===== config.mk =====
export PLATFORM = sky130hd
export DESIGN_NAME = hazard_ctrl_mc_flat
export DESIGN_NICKNAME = d
export VERILOG_FILES = /design/src/rtl/hazard_ctrl_mc_pkg.sv /design/src/rtl/hazard_ctrl_mc_if.sv /design/src/rtl/hazard_ctrl_mc_fwd_sel.sv /design/src/rtl/hazard_ctrl_mc.sv /design/src/flat_wrapper.sv
export SDC_FILE = /design/constraint.sdc
export NUM_CORES = 1
export LEC_CHECK = 0
export CAP_MARGIN = 20
export CORE_ASPECT_RATIO = 0.7
export CORE_UTILIZATION = 31
export DETAILED_ROUTE_END_ITERATION = 7
export DONT_BUFFER_PORTS = 1
export GPL_ROUTABILITY_DRIVEN = 1
export SETUP_SLACK_MARGIN = 0.1
export SLEW_MARGIN = 5
export SYNTH_ARGS = -nofsm -noshare
export SYNTH_HDL_FRONTEND = slang
export SYNTH_SLANG_ARGS = --single-unit

===== constraint.sdc =====
create_clock -name clk -period 1.2 [get_ports clk]
set_input_delay 0.12 -clock clk [delete_from_list [all_inputs] [get_ports clk]]
set_output_delay 0.12 -clock clk [all_outputs]
set_load 0.01 [all_outputs]

===== src/rtl/hazard_ctrl_mc_pkg.sv =====
// Shared encodings for the hazard/forwarding controller.
//   ResultSrc encodings (RS_*), EX operand-forward encodings (FWD_*),
//   multi-cycle lock-out FSM states (mc_state_e).
package hazard_pkg;

  localparam logic [1:0] RS_ALU  = 2'b00;
  localparam logic [1:0] RS_LOAD = 2'b01;
  localparam logic [1:0] RS_PC4  = 2'b10;
  localparam logic [1:0] RS_IMM  = 2'b11;

  localparam logic [1:0] FWD_RF    = 2'b00;
  localparam logic [1:0] FWD_M_ALU = 2'b10;
  localparam logic [1:0] FWD_W     = 2'b01;
  localparam logic [1:0] FWD_M_IMM = 2'b11;

  typedef enum logic {
    ST_IDLE = 1'b0,
    ST_BUSY = 1'b1
  } mc_state_e;

endpackage


===== src/rtl/hazard_ctrl_mc_if.sv =====
// Pipeline <-> hazard controller signal bundle.
//   master: datapath side (drives pipeline status, receives stall/flush/forward)
//   slave : hazard controller side
// Parameters: REG_AW register address width, CNT_W perf counter width.
interface hazard_ctrl_mc_if #(
  parameter int unsigned REG_AW = 5,
  parameter int unsigned CNT_W  = 32
);

  logic              RegWriteM;
  logic              RegWriteW;
  logic [1:0]        ResultSrcE;
  logic [1:0]        ResultSrcM;
  logic [1:0]        ResultSrcW;
  logic              PCSrcE;
  logic              McStartE;
  logic [REG_AW-1:0] Rs1D;
  logic [REG_AW-1:0] Rs2D;
  logic [REG_AW-1:0] Rs1E;
  logic [REG_AW-1:0] Rs2E;
  logic [REG_AW-1:0] RdE;
  logic [REG_AW-1:0] RdM;
  logic [REG_AW-1:0] RdW;

  logic              StallF;
  logic              StallD;
  logic              StallE;
  logic              FlushD;
  logic              FlushE;
  logic              FlushM;
  logic [1:0]        ForwardAE;
  logic [1:0]        ForwardBE;
  logic              McBusy;
  logic [CNT_W-1:0]  StallCnt;
  logic [CNT_W-1:0]  FlushCnt;

  modport master (
    output RegWriteM, RegWriteW, ResultSrcE, ResultSrcM, ResultSrcW,
           PCSrcE, McStartE, Rs1D, Rs2D, Rs1E, Rs2E, RdE, RdM, RdW,
    input  StallF, StallD, StallE, FlushD, FlushE, FlushM,
           ForwardAE, ForwardBE, McBusy, StallCnt, FlushCnt
  );

  modport slave (
    input  RegWriteM, RegWriteW, ResultSrcE, ResultSrcM, ResultSrcW,
           PCSrcE, McStartE, Rs1D, Rs2D, Rs1E, Rs2E, RdE, RdM, RdW,
    output StallF, StallD, StallE, FlushD, FlushE, FlushM,
           ForwardAE, ForwardBE, McBusy, StallCnt, FlushCnt
  );

endinterface


===== src/rtl/hazard_ctrl_mc_fwd_sel.sv =====
// Combinational EX operand-forward select for one source operand.
//   rs            EX source register
//   rd_m, rd_w    MEM / WB destination registers
//   reg_write_m/w MEM / WB write enables
//   result_src_m/w MEM / WB result source
//   fwd           forward select (FWD_*)
module hazard_fwd_sel
  import hazard_pkg::*;
#(
  parameter int unsigned REG_AW = 5
) (
  input  logic [REG_AW-1:0] rs,
  input  logic [REG_AW-1:0] rd_m,
  input  logic [REG_AW-1:0] rd_w,
  input  logic              reg_write_m,
  input  logic              reg_write_w,
  input  logic [1:0]        result_src_m,
  input  logic [1:0]        result_src_w,
  output logic [1:0]        fwd
);

  logic rs_nz;
  logic hit_m;
  logic hit_w;

  assign rs_nz = (rs != '0);
  assign hit_m = rs_nz && (rs == rd_m);
  assign hit_w = rs_nz && (rs == rd_w);

  // MEM beats WB; LUI in MEM forwards its immediate even without RegWriteM.
  always_comb begin
    fwd = FWD_RF;
    if (hit_m && reg_write_m && (result_src_m != RS_IMM)) begin
      fwd = FWD_M_ALU;
    end else if (hit_m && (result_src_m == RS_IMM)) begin
      fwd = FWD_M_IMM;
    end else if (hit_w && (reg_write_w || (result_src_w == RS_IMM))) begin
      fwd = FWD_W;
    end
  end

endmodule


===== src/rtl/hazard_ctrl_mc.sv =====
// Hazard/forwarding controller for the 5-stage pipeline with a multi-cycle
// EX unit lock-out, load-use detection and branch-over-stall priority.
// Ports:
//   clk  rising-edge clock
//   rst  synchronous active-high reset
//   hz   hazard_ctrl_mc_if.slave bundle (pipeline status in, stall/flush/
//        forward selects, McBusy and perf counters out)
// Parameters: REG_AW, MC_LATENCY (cycles a multi-cycle op holds EX), CNT_W.
// Build option: define HAZ_PERF_CNT_EN to enable the StallCnt/FlushCnt
// saturating performance counters; otherwise they read 0.
module hazard_ctrl_mc
  import hazard_pkg::*;
#(
  parameter int unsigned REG_AW     = 5,
  parameter int unsigned MC_LATENCY = 4,
  parameter int unsigned CNT_W      = 32
) (
  input  logic             clk,
  input  logic             rst,
  hazard_ctrl_mc_if.slave  hz
);

  localparam int unsigned MC_CNT_W = (MC_LATENCY > 2) ? $clog2(MC_LATENCY) : 1;
  localparam int unsigned MC_LOAD  = (MC_LATENCY > 1) ? (MC_LATENCY - 2) : 0;
  localparam logic        MC_EN    = (MC_LATENCY > 1);

  localparam logic [0:0] IDLE = ST_IDLE;
  localparam logic [0:0] BUSY = ST_BUSY;

  logic [0:0]          state;
  logic [0:0]          state_nxt;
  logic [MC_CNT_W-1:0] mc_cnt;
  logic [MC_CNT_W-1:0] mc_cnt_nxt;
  logic                mc_busy;
  logic                lw_stall;

  // Operand forward selects.
  hazard_fwd_sel #(.REG_AW(REG_AW)) u_fwd_a (
    .rs           (hz.Rs1E),
    .rd_m         (hz.RdM),
    .rd_w         (hz.RdW),
    .reg_write_m  (hz.RegWriteM),
    .reg_write_w  (hz.RegWriteW),
    .result_src_m (hz.ResultSrcM),
    .result_src_w (hz.ResultSrcW),
    .fwd          (hz.ForwardAE)
  );

  hazard_fwd_sel #(.REG_AW(REG_AW)) u_fwd_b (
    .rs           (hz.Rs2E),
    .rd_m         (hz.RdM),
    .rd_w         (hz.RdW),
    .reg_write_m  (hz.RegWriteM),
    .reg_write_w  (hz.RegWriteW),
    .result_src_m (hz.ResultSrcM),
    .result_src_w (hz.ResultSrcW),
    .fwd          (hz.ForwardBE)
  );

  // Lock-out FSM state register.
  always_ff @(posedge clk) begin
    if (rst) begin
      state  <= IDLE;
      mc_cnt <= '0;
    end else begin
      state  <= state_nxt;
      mc_cnt <= mc_cnt_nxt;
    end
  end

  // Next state: the starting cycle is the first EX cycle, so BUSY covers
  // the remaining MC_LATENCY-1 cycles (counter loads MC_LATENCY-2).
  always_comb begin
    state_nxt  = state;
    mc_cnt_nxt = mc_cnt;
    case (state)
      IDLE: begin
        if (hz.McStartE && MC_EN) begin
          state_nxt  = BUSY;
          mc_cnt_nxt = MC_CNT_W'(MC_LOAD);
        end
      end
      BUSY: begin
        if (mc_cnt == '0) begin
          state_nxt = IDLE;
        end else begin
          mc_cnt_nxt = mc_cnt - MC_CNT_W'(1);
        end
      end
      default: state_nxt = IDLE;
    endcase
  end

  assign mc_busy  = (state == BUSY) || ((state == IDLE) && hz.McStartE && MC_EN);
  assign lw_stall = (hz.ResultSrcE == RS_LOAD) && (hz.RdE != '0) &&
                    ((hz.Rs1D == hz.RdE) || (hz.Rs2D == hz.RdE));

  // Stall/flush priority: multi-cycle lock-out > taken branch > load-use.
  always_comb begin
    hz.StallF = 1'b0;
    hz.StallD = 1'b0;
    hz.StallE = 1'b0;
    hz.FlushD = 1'b0;
    hz.FlushE = 1'b0;
    hz.FlushM = 1'b0;
    if (mc_busy) begin
      hz.StallF = 1'b1;
      hz.StallD = 1'b1;
      hz.StallE = 1'b1;
      hz.FlushM = 1'b1;
    end else if (hz.PCSrcE) begin
      hz.FlushD = 1'b1;
      hz.FlushE = 1'b1;
    end else if (lw_stall) begin
      hz.StallF = 1'b1;
      hz.StallD = 1'b1;
      hz.FlushE = 1'b1;
    end
  end

  assign hz.McBusy = mc_busy;

`ifdef HAZ_PERF_CNT_EN
  logic [CNT_W-1:0] stall_cnt;
  logic [CNT_W-1:0] flush_cnt;

  // Saturating performance counters.
  always_ff @(posedge clk) begin
    if (rst) begin
      stall_cnt <= '0;
      flush_cnt <= '0;
    end else begin
      if (hz.StallF && (stall_cnt != '1)) begin
        stall_cnt <= stall_cnt + CNT_W'(1);
      end
      if ((hz.FlushD || hz.FlushE || hz.FlushM) && (flush_cnt != '1)) begin
        flush_cnt <= flush_cnt + CNT_W'(1);
      end
    end
  end

  assign hz.StallCnt = stall_cnt;
  assign hz.FlushCnt = flush_cnt;
`else
  assign hz.StallCnt = CNT_W'(0);
  assign hz.FlushCnt = CNT_W'(0);
`endif

endmodule


===== src/flat_wrapper.sv =====
// flat-port wrapper written by rule: the top's interface ports become plain ports
module hazard_ctrl_mc_flat import hazard_pkg::*;
#(
  parameter int unsigned REG_AW     = 5,
  parameter int unsigned MC_LATENCY = 4,
  parameter int unsigned CNT_W      = 32
)
  (clk, rst, hz_RegWriteM, hz_RegWriteW, hz_ResultSrcE, hz_ResultSrcM, hz_ResultSrcW, hz_PCSrcE, hz_McStartE, hz_Rs1D, hz_Rs2D, hz_Rs1E, hz_Rs2E, hz_RdE, hz_RdM, hz_RdW, hz_StallF, hz_StallD, hz_StallE, hz_FlushD, hz_FlushE, hz_FlushM, hz_ForwardAE, hz_ForwardBE, hz_McBusy, hz_StallCnt, hz_FlushCnt);
  hazard_ctrl_mc_if #(.REG_AW(REG_AW), .CNT_W(CNT_W)) hz_i ();
  input  logic clk;
  input  logic rst;
  input wire logic [$bits(hz_i.RegWriteM)-1:0] hz_RegWriteM;
  input wire logic [$bits(hz_i.RegWriteW)-1:0] hz_RegWriteW;
  input wire logic [$bits(hz_i.ResultSrcE)-1:0] hz_ResultSrcE;
  input wire logic [$bits(hz_i.ResultSrcM)-1:0] hz_ResultSrcM;
  input wire logic [$bits(hz_i.ResultSrcW)-1:0] hz_ResultSrcW;
  input wire logic [$bits(hz_i.PCSrcE)-1:0] hz_PCSrcE;
  input wire logic [$bits(hz_i.McStartE)-1:0] hz_McStartE;
  input wire logic [$bits(hz_i.Rs1D)-1:0] hz_Rs1D;
  input wire logic [$bits(hz_i.Rs2D)-1:0] hz_Rs2D;
  input wire logic [$bits(hz_i.Rs1E)-1:0] hz_Rs1E;
  input wire logic [$bits(hz_i.Rs2E)-1:0] hz_Rs2E;
  input wire logic [$bits(hz_i.RdE)-1:0] hz_RdE;
  input wire logic [$bits(hz_i.RdM)-1:0] hz_RdM;
  input wire logic [$bits(hz_i.RdW)-1:0] hz_RdW;
  output wire logic [$bits(hz_i.StallF)-1:0] hz_StallF;
  output wire logic [$bits(hz_i.StallD)-1:0] hz_StallD;
  output wire logic [$bits(hz_i.StallE)-1:0] hz_StallE;
  output wire logic [$bits(hz_i.FlushD)-1:0] hz_FlushD;
  output wire logic [$bits(hz_i.FlushE)-1:0] hz_FlushE;
  output wire logic [$bits(hz_i.FlushM)-1:0] hz_FlushM;
  output wire logic [$bits(hz_i.ForwardAE)-1:0] hz_ForwardAE;
  output wire logic [$bits(hz_i.ForwardBE)-1:0] hz_ForwardBE;
  output wire logic [$bits(hz_i.McBusy)-1:0] hz_McBusy;
  output wire logic [$bits(hz_i.StallCnt)-1:0] hz_StallCnt;
  output wire logic [$bits(hz_i.FlushCnt)-1:0] hz_FlushCnt;
  assign hz_i.RegWriteM = hz_RegWriteM;
  assign hz_i.RegWriteW = hz_RegWriteW;
  assign hz_i.ResultSrcE = hz_ResultSrcE;
  assign hz_i.ResultSrcM = hz_ResultSrcM;
  assign hz_i.ResultSrcW = hz_ResultSrcW;
  assign hz_i.PCSrcE = hz_PCSrcE;
  assign hz_i.McStartE = hz_McStartE;
  assign hz_i.Rs1D = hz_Rs1D;
  assign hz_i.Rs2D = hz_Rs2D;
  assign hz_i.Rs1E = hz_Rs1E;
  assign hz_i.Rs2E = hz_Rs2E;
  assign hz_i.RdE = hz_RdE;
  assign hz_i.RdM = hz_RdM;
  assign hz_i.RdW = hz_RdW;
  assign hz_StallF = hz_i.StallF;
  assign hz_StallD = hz_i.StallD;
  assign hz_StallE = hz_i.StallE;
  assign hz_FlushD = hz_i.FlushD;
  assign hz_FlushE = hz_i.FlushE;
  assign hz_FlushM = hz_i.FlushM;
  assign hz_ForwardAE = hz_i.ForwardAE;
  assign hz_ForwardBE = hz_i.ForwardBE;
  assign hz_McBusy = hz_i.McBusy;
  assign hz_StallCnt = hz_i.StallCnt;
  assign hz_FlushCnt = hz_i.FlushCnt;
  hazard_ctrl_mc #(.REG_AW(REG_AW), .MC_LATENCY(MC_LATENCY), .CNT_W(CNT_W)) u_core (.clk(clk), .rst(rst), .hz(hz_i));
endmodule

# --- Word-level counts from Yosys, hierarchy flattened ---
# Cells that the tools add are included.
classes:
  n_addsub: 1
  n_eq_ne: 12
  muxes: 20
  n_bitwise: 1
  n_reduce_logical: 23
op_table:
  columns: ["operator", "count"]
  rows:
  - ["$eq A5 B5 Y1", 6]
  - ["$logic_and A1 B1 Y1", 15]
  - ["$reduce_bool A5 Y1", 3]
  - ["$mux W1", 12]
  - ["$mux W2", 6]
  - ["$ne A2 B2 Y1 const B", 3]
  - ["$eq A2 B2 Y1 const B", 2]
  - ["$pmux W2 S2", 1]
  - ["$logic_or A1 B1 Y1", 3]
  - ["$eq A2 B1 Y1 const B", 1]
  - ["$logic_not A2 Y1", 1]
  - ["$pmux W1 S2", 1]
  - ["$reduce_and A2 Y1", 1]
  - ["$sub A2 B1 Y2 const B", 1]
  - ["$not A1 Y1", 1]
word_totals:
  regBits: 3
  in_bits: 47

# --- Logic depth before layout (Yosys ltp) ---
# Gate-level depths: netlist of the first run.
depth:
  word_depth: 6
  depth_mapped: 6
  ltp_nobuf: 6

# --- Hierarchy ---
# Synthesis of the first run repeated with hierarchy kept, for this count alone.
hier_totals:
  hier_cells: 153
  hier_area_um2: 1157.4
by_module_without_submodules:
  columns: ["module", "n_inst", "cells_per_inst", "area_per_inst_um2", "seq_area_each_um2"]
  rows:
  - ["hazard_ctrl_mc", 1, 105, 799.5, 60.1]
  - ["hazard_fwd_sel", 2, 24, 178.9, 0.0]

# --- Worst setup path before layout of the first run ---
# No wires, ideal clock.
synth_path:
  path_type: "input to output"
  startpoint: "in hz_RdE[1]"
  endpoint: "out hz_StallF"
  arrival_time_ns: 1.377
  required_ns: 1.080
  slack_ns: -0.297
  stages: 5
  path_buffers: 1
  path_cell_list: "xor2_1 > nor3_2 > a22oi_1 > o41ai_1 > buf_4"
synth_via:
  elab_chain_cells: 6
  word_cells_on_any_way: 9
synth_rtl:
  columns: ["item", "line_no", "text"]
  rows:
  - ["start, declared", "flat_wrapper.sv:23", "input wire logic [$bits(hz_i.RdE)-1:0] hz_RdE;"]
  - ["$eq A5 B5 Y1 or $reduce_bool A5 Y1 (tied branches)", "hazard_ctrl_mc.sv:96, hazard_ctrl_mc.sv:95", null]
  - ["$logic_or A1 B1 Y1 or $logic_and A1 B1 Y1 (tied branches)", "hazard_ctrl_mc.sv:96, hazard_ctrl_mc.sv:95", null]
  - ["$logic_and A1 B1 Y1 *", "hazard_ctrl_mc.sv:95", "assign lw_stall = (hz.ResultSrcE == RS_LOAD) && (hz.RdE != '0) &&"]
  - ["$mux W1 * (3 in series)", null, null]
  - ["end, declared", "flat_wrapper.sv:26", "output wire logic [$bits(hz_i.StallF)-1:0] hz_StallF;"]
# Every way passes the cells marked *; elsewhere a longest branch is shown, timed or not.

# --- Worst setup path after layout of the first run ---
# Ends and elaborated chain as after synthesis.

==> metrics.yaml, run 1 <==
timing.rr.end: "u_core.mc_cnt[1]$_SDFFE_PP0P_"
nNetsFinal: 209
finalWorstSetupSlack_ns: -0.0341
port_buffers: 0
total_leakage_power_nw: 0.521
grt_pass1_vias: 677
core_um2: 3280
slew_violations: 0
synth_cell_types: 22
r2r-start: "u_core.mc_cnt[1]$_SDFFE_PP0P_"
pwr_density_cell_nw_per_um2: 675
yosys_warnings: 0
async_flop_share: 0
critPathRequiredTime_ns: 1.08
root_buffer: "clkbuf_8"
clock_latency_ns: 0.21
cp-start-kind: "primary input"
grt_max_degree: 4
fin_util: 0.341
ff2ff_path_depth: 5
hpwl_um: 1670
fin_skew_ns: 0.00262
antenna_cells: 0
die_height_um: 52.0
synth.area.top_cells: "buf_4 (45%), xor2_1 (17%), xnor2_1 (6.3%)"
failed_checks: "setup timing"
syn2layout_area_growth_pct: 0.904
initial_core_util: 0.338
hold_viol: 0
layout-drive-gt1-share: 0.213
synth.avg_cell_area_um2: 7.33
placed_cell_area_um2: 968
rsz0062_at_grt: "true"
yosys.area_share.simple: 0.166
hold_path_end: "u_core.state$_SDFF_PP0_"
dp.cells: 199
fin_area_um2: 1120
place.gp.congestion: 0.810
std_cell_rows: 17
yosysMostFrequentCell: "buf_4"
fp.dieW_um: 73.4
synthCells: 151
finalSetupViolCount: 3
min_period_over_period: 1.03
ys_ff_latch: 3
synth_ff_type: "dfxtp_1"
antenna_found_initial: 0
cts_made_buffers: 3
clk_path_buf_depth: 2
synth_compound_area_frac: 0.0599
peakVddDrop_mv: 1.15
clkTransAtPathRegs_ns: 0.03
routed_wl_um: 1940
muxShareOfSynthArea: 0
fin_crit_ns: 1.23
cap_violations: 0
yosys-top-cells-count: "buf_4 (67), xor2_1 (22), nor2_1 (11)"
drtPass1Iterations: 4
htreeDepth: 1
ant_nets: 0
avgViaCountPerCell: 3.70
critical_path_class: "primary input to primary output"
num-fill-cells: 352
final_cells: 207
io-pin-count: 122
hold-path-cell-count: 5
fmax_mhz: 810
reg2reg_slack_ns: 0.16
synth_area_leader_cell: "buf_4"
crit_path_end_kind: "primary output"
num_vias: 765
status: "finished, violations left"
drt_iter0_drc: 17
synth-edff-count: 0
drcViolationCount: 0
yosysTopAreaCellShare: 0.454
hold_class: "primary input to flip-flop"
syn_area_um2: 1110
cts.sinks: 3
grt.total_usage: 0.0972
cts_tree: "done"
wl_per_cell_um: 9.38
die_area_um2: 3820
synth_xor_area_frac: 0.237
ys_seq_area_frac: 0.0542
synth_top_family_by_area: "buffers and inverters"
cp.arrival_ns: 1.11
hold_start: "hz_McStartE"
synth_fa_ha_area_frac: 0.0113
critPathMaxFanout: 3
grt_first_pass_wirelength_um: 2900
grt_overflow: 0
[sequential cells by signal (all words and copies together), names as in the netlist]
name and flops:
u_core.state 1, u_core.mc_cnt 2
[layout by cell type (no fill, tap or decap), types with 3 or more instances in the layout]
cell	instances
nand4_1	4
nand2_1	6
xor2_1	22
clkbuf_8	3
inv_2	3
conb_1	64
buf_4	7
nor2_1	10
nor3_2	4
xnor2_1	8
[metrics by stage]
| step | setup TNS [ns] | power [mW] | hold slack, ns | setup WS (ns) |
|---|---|---|---|---|
| after global placement | -0.144 | 0.406 | 0.193 | -0.0634 |
| after detailed placement | -0.141 | 0.407 | 0.194 | -0.0588 |
| final | -0.0986 | 0.754 | 0.303 | -0.0341 |
| after global routing | -0.276 | 0.819 | 0.336 | -0.101 |
| after floorplan | -0.150 | 0.534 | 0.189 | -0.0933 |
| after CTS | -0.158 | 0.725 | 0.333 | -0.0670 |
[per-layer routing]
layer  vias up  part of all wire  global-route usage
met5         -                 0                   0
met4         0                 0             0.00962
met3         0             0.079              0.0213
met2        58              0.49               0.176
met1       331              0.43               0.122
li1        376                 -                   -
[worst max-delay path: stages]
cell and delay (ns):
or4_4 0.51, nor2_1 0.12, buf_4 0.13, o41ai_4 0.07, buf_4 0.16
[logic make-up (layout without fill, tap and decap cells)]
logic type                 Yosys count  after routing
other                                1             64
buffers and inverters               71             17
AOI/OAI and AO/OA                    9              9
adders and majority gates            1              1
xor gates and xnor gates            30             30
and+or+nand+nor                     36             36
DFF                                  3              3
[report_power, final]
part           switching (mW)  internal [mW]
Combinational           0.216          0.132
Sequential            0.00565          0.111
Clock                  0.0632          0.226
[cell type report]
cell class	count	area (um^2)	area share
clock buffer	4	45.0	0.0403
sequential	3	62.6	0.0560
tap	47	58.8	0.0526
multi-input combinational	140	862	0.772
timing repair buffer	9	73.8	0.0661
inverter	4	15.0	0.0134
[repair_timing]
action,in CTS,in global routing
hold endpoints to repair,3,0
hold buffers,1,0
buffers inserted,2,1
endpoints found under the setup margin,6,12
resized for setup,8,13
pin swaps,7,5
[how the worst max path moves through the flow]
stage	from	endpoint	slack, ns	depth (start not counted)
finish	hz_RdE[1]	hz_StallF	-0.03	5
global route	hz_RdE[1]	hz_StallF	-0.10	5
detailed placement	hz_RdE[0]	hz_StallF	-0.06	5
floorplan	hz_RdE[1]	hz_StallF	-0.09	5
global placement	hz_RdE[1]	hz_StallF	-0.06	5
CTS	u_core.state$_SDFF_PP0_	hz_FlushE	-0.07	4
(Power assumes the default switching activity.)
==> run 2: changes to the inputs <==
--- a/config.mk
+++ b/config.mk
@@ -11,6 +11,7 @@
 export DETAILED_ROUTE_END_ITERATION = 7
 export DONT_BUFFER_PORTS = 1
 export GPL_ROUTABILITY_DRIVEN = 1
+export GPL_TIMING_DRIVEN = 0
 export SETUP_SLACK_MARGIN = 0.1
 export SLEW_MARGIN = 5
 export SYNTH_ARGS = -nofsm -noshare
==> run 2 against run 1 <==
Count of clock-buffer cells in the layout did not move. Worst hold slack lost 0.0098 ns. Sequential share of layout area decreased by 1.7 points. First-iteration DRC count decreased by 5.9%. Sequential power about the same. Cell area up 42%. Clock skew decreased by 0.0024 ns. Routed wire length rose by 15%. Critical endpoint unchanged. The flow still finishes with violations (setup timing). Fmax is 7.4% lower. Total power up 21%. Flip-flop and latch count is the same. Largest power group unchanged. Clock power is 1% higher.
==> metrics.yaml, run 2 (synthesis results as in run 1) <==
peakVddDrop_mv: 0.510
grt_max_degree: 6
hold_class: "primary input to flip-flop"
antenna_cells: 0
routed_wl_um: 2230
std_cell_rows: 17
slew_violations: 0
num_vias: 917
fp.dieW_um: 73.4
cp-start-kind: "primary input"
hold_viol: 0
die_area_um2: 3820
initial_core_util: 0.338
path_cells: "xor2_1 > nor3_2 > a22oi_2 > o41ai_4 > buf_4"
grt_pass1_vias: 700
avgViaCountPerCell: 3.40
dp.cells: 261
cp.arrival_ns: 1.21
hpwl_um: 1960
top_register: "u_core.mc_cnt"
failed_checks: "setup timing"
critPathRequiredTime_ns: 1.08
layout_common_cells: "buf_4 (71), conb_1 (64), xor2_1 (22)"
largest_registers: "u_core.mc_cnt: 2 flops, u_core.state: 1 flops"
htreeDepth: 1
wl_per_cell_um: 8.27
root_buffer: "clkbuf_8"
cts.sinks: 3
crit_path_end_kind: "primary output"
final_common_cell: "buf_4"
syn2layout_area_growth_pct: 43.5
die_height_um: 52.0
nNetsFinal: 272
clock_latency_ns: 0.21
status: "finished, violations left"
preCtsSetupSlack_ns: -0.166
total_leakage_power_nw: 0.871
finalSetupViolCount: 2
core_um2: 3280
io-pin-count: 122
largest_reg_flops: 2
crit_slowest_cell: "o41ai_4"
critPathMaxFanout: 3
fin_skew_ns: 0.000264
final_cells: 270
clkTransAtPathRegs_ns: 0.03
slowest_delay_ns: 0.44
fmax_mhz: 750
drtPass1Iterations: 4
grt.total_usage: 0.102
rsz0062_at_grt: "true"
ant_nets: 0
fin_crit_ns: 1.33
grt_first_pass_wirelength_um: 3080
drt_iter0_drc: 16
antenna_found_initial: 0
drcViolationCount: 0
cts_tree: "done"
pwr_density_cell_nw_per_um2: 575
layout-drive-gt1-share: 0.408
clk_path_buf_depth: 2
cap_violations: 0
critical_path_class: "primary input to primary output"
finalWorstSetupSlack_ns: -0.133
place.gp.congestion: 0.783
grt_overflow: 0
power_uw: 914
port_buffers: 0
min_period_over_period: 1.11
cts_made_buffers: 3
## run 2: per-layer routing
layer,up-vias,global-route usage,part of all wire
met5,-,0,0
met4,0,0.0321,0
met3,0,0.0174,0.12
met2,58,0.170,0.47
met1,356,0.135,0.41
li1,503,-,-
## run 2: stage by stage
step | area (um^2) | setup TNS (ns) | util | hold WS [ns]
after global routing | 1590 | -0.328 | 0.485 | 0.317
after detailed placement | 1430 | -0.322 | 0.438 | 0.195
final | 1590 | -0.220 | 0.485 | 0.293
after global placement | 1430 | -0.342 | 0.438 | 0.194
after CTS | 1530 | -0.245 | 0.467 | 0.317
after floorplan | 1380 | -0.150 | - | 0.189
## run 2: repair_timing
item	4_1_cts	5_1_grt
hold endpoints to repair	3	0
setup buffers	1	3
hold buffers	1	0
setup endpoints to repair	8	11
gates resized for setup	7	9
pin swaps	4	5
## run 2: worst paths after layout
check / startpoint / to / slack, ns / depth (start not counted)
min: hz_McStartE / u_core.mc_cnt[0]$_SDFFE_PP0P_ / 0.29 / 5
max: hz_RdE[4] / hz_StallF / -0.13 / 5
max reg2reg: u_core.mc_cnt[0]$_SDFFE_PP0P_ / u_core.mc_cnt[0]$_SDFFE_PP0P_ / 0.17 / 5
min reg2reg: u_core.mc_cnt[0]$_SDFFE_PP0P_ / u_core.mc_cnt[0]$_SDFFE_PP0P_ / 0.46 / 2
## run 2: layout make-up
class / count / area, um^2
Fill cell: 309 / 1690
Multi-Input combinational cell: 140 / 863
Buffer: 67 / 503
Sequential cell: 3 / 61.3
Tap cell: 47 / 58.8
Clock buffer: 4 / 45.0
Timing Repair Buffer: 5 / 40.0
Inverter: 4 / 17.5
## run 2: power breakdown
part           internal (mW)  leakage, nW  total (mW)  switching [mW]
Combinational          0.263        0.823       0.505           0.242
Clock                  0.227       0.0228       0.293          0.0666
Sequential             0.111       0.0251       0.115         0.00465
Total                  0.600        0.871       0.914           0.314
## run 2: critical path, delay by kind of cell
family | cells | cell delay (ns)
AOI/OAI and AO/OA | 2 | 0.57
and+or+nand+nor | 1 | 0.19
buffers and inverters | 1 | 0.19
xor gates and xnor gates | 1 | 0.15
==> run 3: changes to the inputs <==
--- a/config.mk
+++ b/config.mk
@@ -8,6 +8,7 @@
 export CAP_MARGIN = 20
 export CORE_ASPECT_RATIO = 0.7
 export CORE_UTILIZATION = 31
+export CTS_CLUSTER_SIZE = 16
 export DETAILED_ROUTE_END_ITERATION = 7
 export DONT_BUFFER_PORTS = 1
 export GPL_ROUTABILITY_DRIVEN = 1
==> results of run 3 <==
No change in the layout: final DEF, timing and power equal those of run 2.
==> RTL change, RTL diff (settings of run 2) <==
`MC_LATENCY` is set to 4 in 2 places; all go to 2.
--- a/src/rtl/hazard_ctrl_mc.sv
+++ b/src/rtl/hazard_ctrl_mc.sv
@@ -14,3 +14,3 @@
   parameter int unsigned REG_AW     = 5,
-  parameter int unsigned MC_LATENCY = 4,
+  parameter int unsigned MC_LATENCY = 2,
   parameter int unsigned CNT_W      = 32
--- a/src/flat_wrapper.sv
+++ b/src/flat_wrapper.sv
@@ -4,3 +4,3 @@
   parameter int unsigned REG_AW     = 5,
-  parameter int unsigned MC_LATENCY = 4,
+  parameter int unsigned MC_LATENCY = 2,
   parameter int unsigned CNT_W      = 32
Check against the original RTL: not equivalent (a bounded check fails within 4 cycles, from zero or initial values and one cycle with rst high).
==> RTL change against run 2 <==
  * The run still ends with setup timing left
  * Highest routed layer unchanged
  * Sequential share of layout area shrank 2.4 points
  * Sequential cell count is 2 lower
  * Synthesized cell count is 7.9% lower
  * First-iteration DRC count increased by 13%
  * Critical endpoint unchanged
  * Area after synthesis shrank 8.2%
  * Register-to-register slack better by 0.45 ns
  * Largest cell class unchanged
  * Worst setup slack gained 0.027 ns
  * Routed wire length down 3.5%
  * Combinational power is 12% lower
  * Design area decreased by 12%
  * Power shrank 47%
==> RTL change: results (changes against run 2) <==
Reg clk slew, reported paths = 0 ns (was 0.03 ns)
max-slew violation count = 0 (unchanged)
Filler Cells Inserted = 311 (was 309)
Crit Path Max Fanout = 3 (unchanged)
initial antenna violation count = 0 (unchanged)
Final Skew = 0 ns (was 0.000264 ns)
final worst slack = -0.107 ns (was -0.133 ns)
Nets = 252 (was 272)
switching share of power = 44.8% (was 34.3%)
failing checks = setup timing (unchanged)
first-pass GRT wire length = 2930 µm (was 3080 µm)
Syn. warnings = 0 (unchanged)
DP Wirelength = 1990 µm (was 1960 µm)
top post-synthesis cells by area = buf_4 50%, xor2_1 19%, xnor2_1 6.9%, nor2_1 3.7%, nand4_1 2.5% (was buf_4 45%, xor2_1 17%, xnor2_1 6.3%, dfxtp_1 5.4%, nor2_1 3.7%)
worst vdd ir = 0.195 mV (was 0.510 mV)
post-synth cell types = 20 (was 22)
Seq/Total Area, Yosys = 1.97% (was 5.42%)
invs w/o clock = 2 (was 4)
Setup Viol. Count Final = 1 (was 2)
routed len/inst = 9.01 µm (was 8.27 µm)
DR vias = 820 (was 917)
area occupied by registers = 20.0 µm² (was 61.3 µm²)
FFs & Latches = 1 (was 3)
P_seq = 38.0 µW (was 115 µW)
share of cells above drive strength 1 = 40.4% (was 40.8%)
all-layer global routing usage = 9.92% (was 10.2%)
vias in the first global route = 629 (was 700)
run status = finished, violations left (unchanged)
Crit path arrival time = 1.19 ns (was 1.21 ns)
Starting DRT DRC Count = 18 (was 16)
ys async rst share = 0% (unchanged)
RD Place Congestion = 0.762 (was 0.783)
Primary FF master, synth = dfxtp_1 (unchanged)
Pre-Repair DR Iteration Count = 3 (was 4)
# diodes = 0 (unchanged)
Synth top cells by count = 67 x buf_4, 22 x xor2_1, 10 x nor2_1 (was 67 x buf_4, 22 x xor2_1, 11 x nor2_1)
P_leak = 0.786 nW (was 0.871 nW)
setup TNS = -0.107 ns (was -0.220 ns)
largest registers = u_core.state: 1 flops (was u_core.mc_cnt: 2 flops, u_core.state: 1 flops)
pin count of the biggest net entering global routing = 5 (was 6)
multi-input gates = 132 (was 140)
HP Class = input port to register (unchanged)
Comb group = 443 µW (was 505 µW)
worst skew pair latency = 0 ns (was 0.21 ns)
area of the multi-input gates = 812 µm² (was 863 µm²)
[RTL change: cell types whose count changed after synthesis, sizes merged]
cell,change
nand2,-4
dfxtp,-2
inv,-2
a21oi,-1
a221oi,-1
ha,-1
nor2,-1
nor2b,-1
nor3b,+1
[RTL change: per-layer routing]
metal / vias to the layer above / share of wire (%) / GRT usage, %
li1: 450 / - / -
met1: 313 / 38 / 13.9
met2: 57 / 48 / 16.2
met3: 0 / 14 / 2.45
met4: 0 / 0 / 0
met5: - / 0 / 0
[RTL change: final timing paths]
check,from,end,slack [ns],cells past startpoint
max,hz_RdE[2],hz_StallF,-0.11,5
max reg2reg,u_core.state,u_core.state,0.62,1
min,rst,u_core.state,0.20,1
min reg2reg,u_core.state,u_core.state,0.48,1
[RTL change: cell families after synthesis]
group           synth area share, %
simple gates                   16.4
flops                          1.97
other cells                   0.369
xor+xnor                       25.9
buf+inv                        50.2
compound gates                 5.17
[RTL change: through the flow]
step / util, % / setup WS [ns] / std cells / total power, mW / cell area, µm²
2_1_floorplan: - / -0.0933 / 202 / 0.429 / 1280
3_3_place_gp: 45.2 / -0.172 / 238 / 0.449 / 1330
3_5_place_dp: 45.2 / -0.174 / 238 / 0.449 / 1330
4_1_cts: 46.3 / -0.115 / 239 / 0.462 / 1360
5_1_grt: 47.4 / -0.174 / 239 / 0.520 / 1400
6_report: 47.4 / -0.107 / 239 / 0.481 / 1400
[RTL change: critical path, stage by stage]
cell     delay [ns]
xor2_1         0.15
nor3_2         0.19
a22oi_2        0.12
o41ai_4        0.42
buf_4          0.19
[RTL change: what timing repair did]
action	in CTS	in global routing
endpoints found under the setup margin	3	6
buffers inserted	1	0
resized for setup	6	6
hold endpoints to repair	0	0
pin swaps	3	0
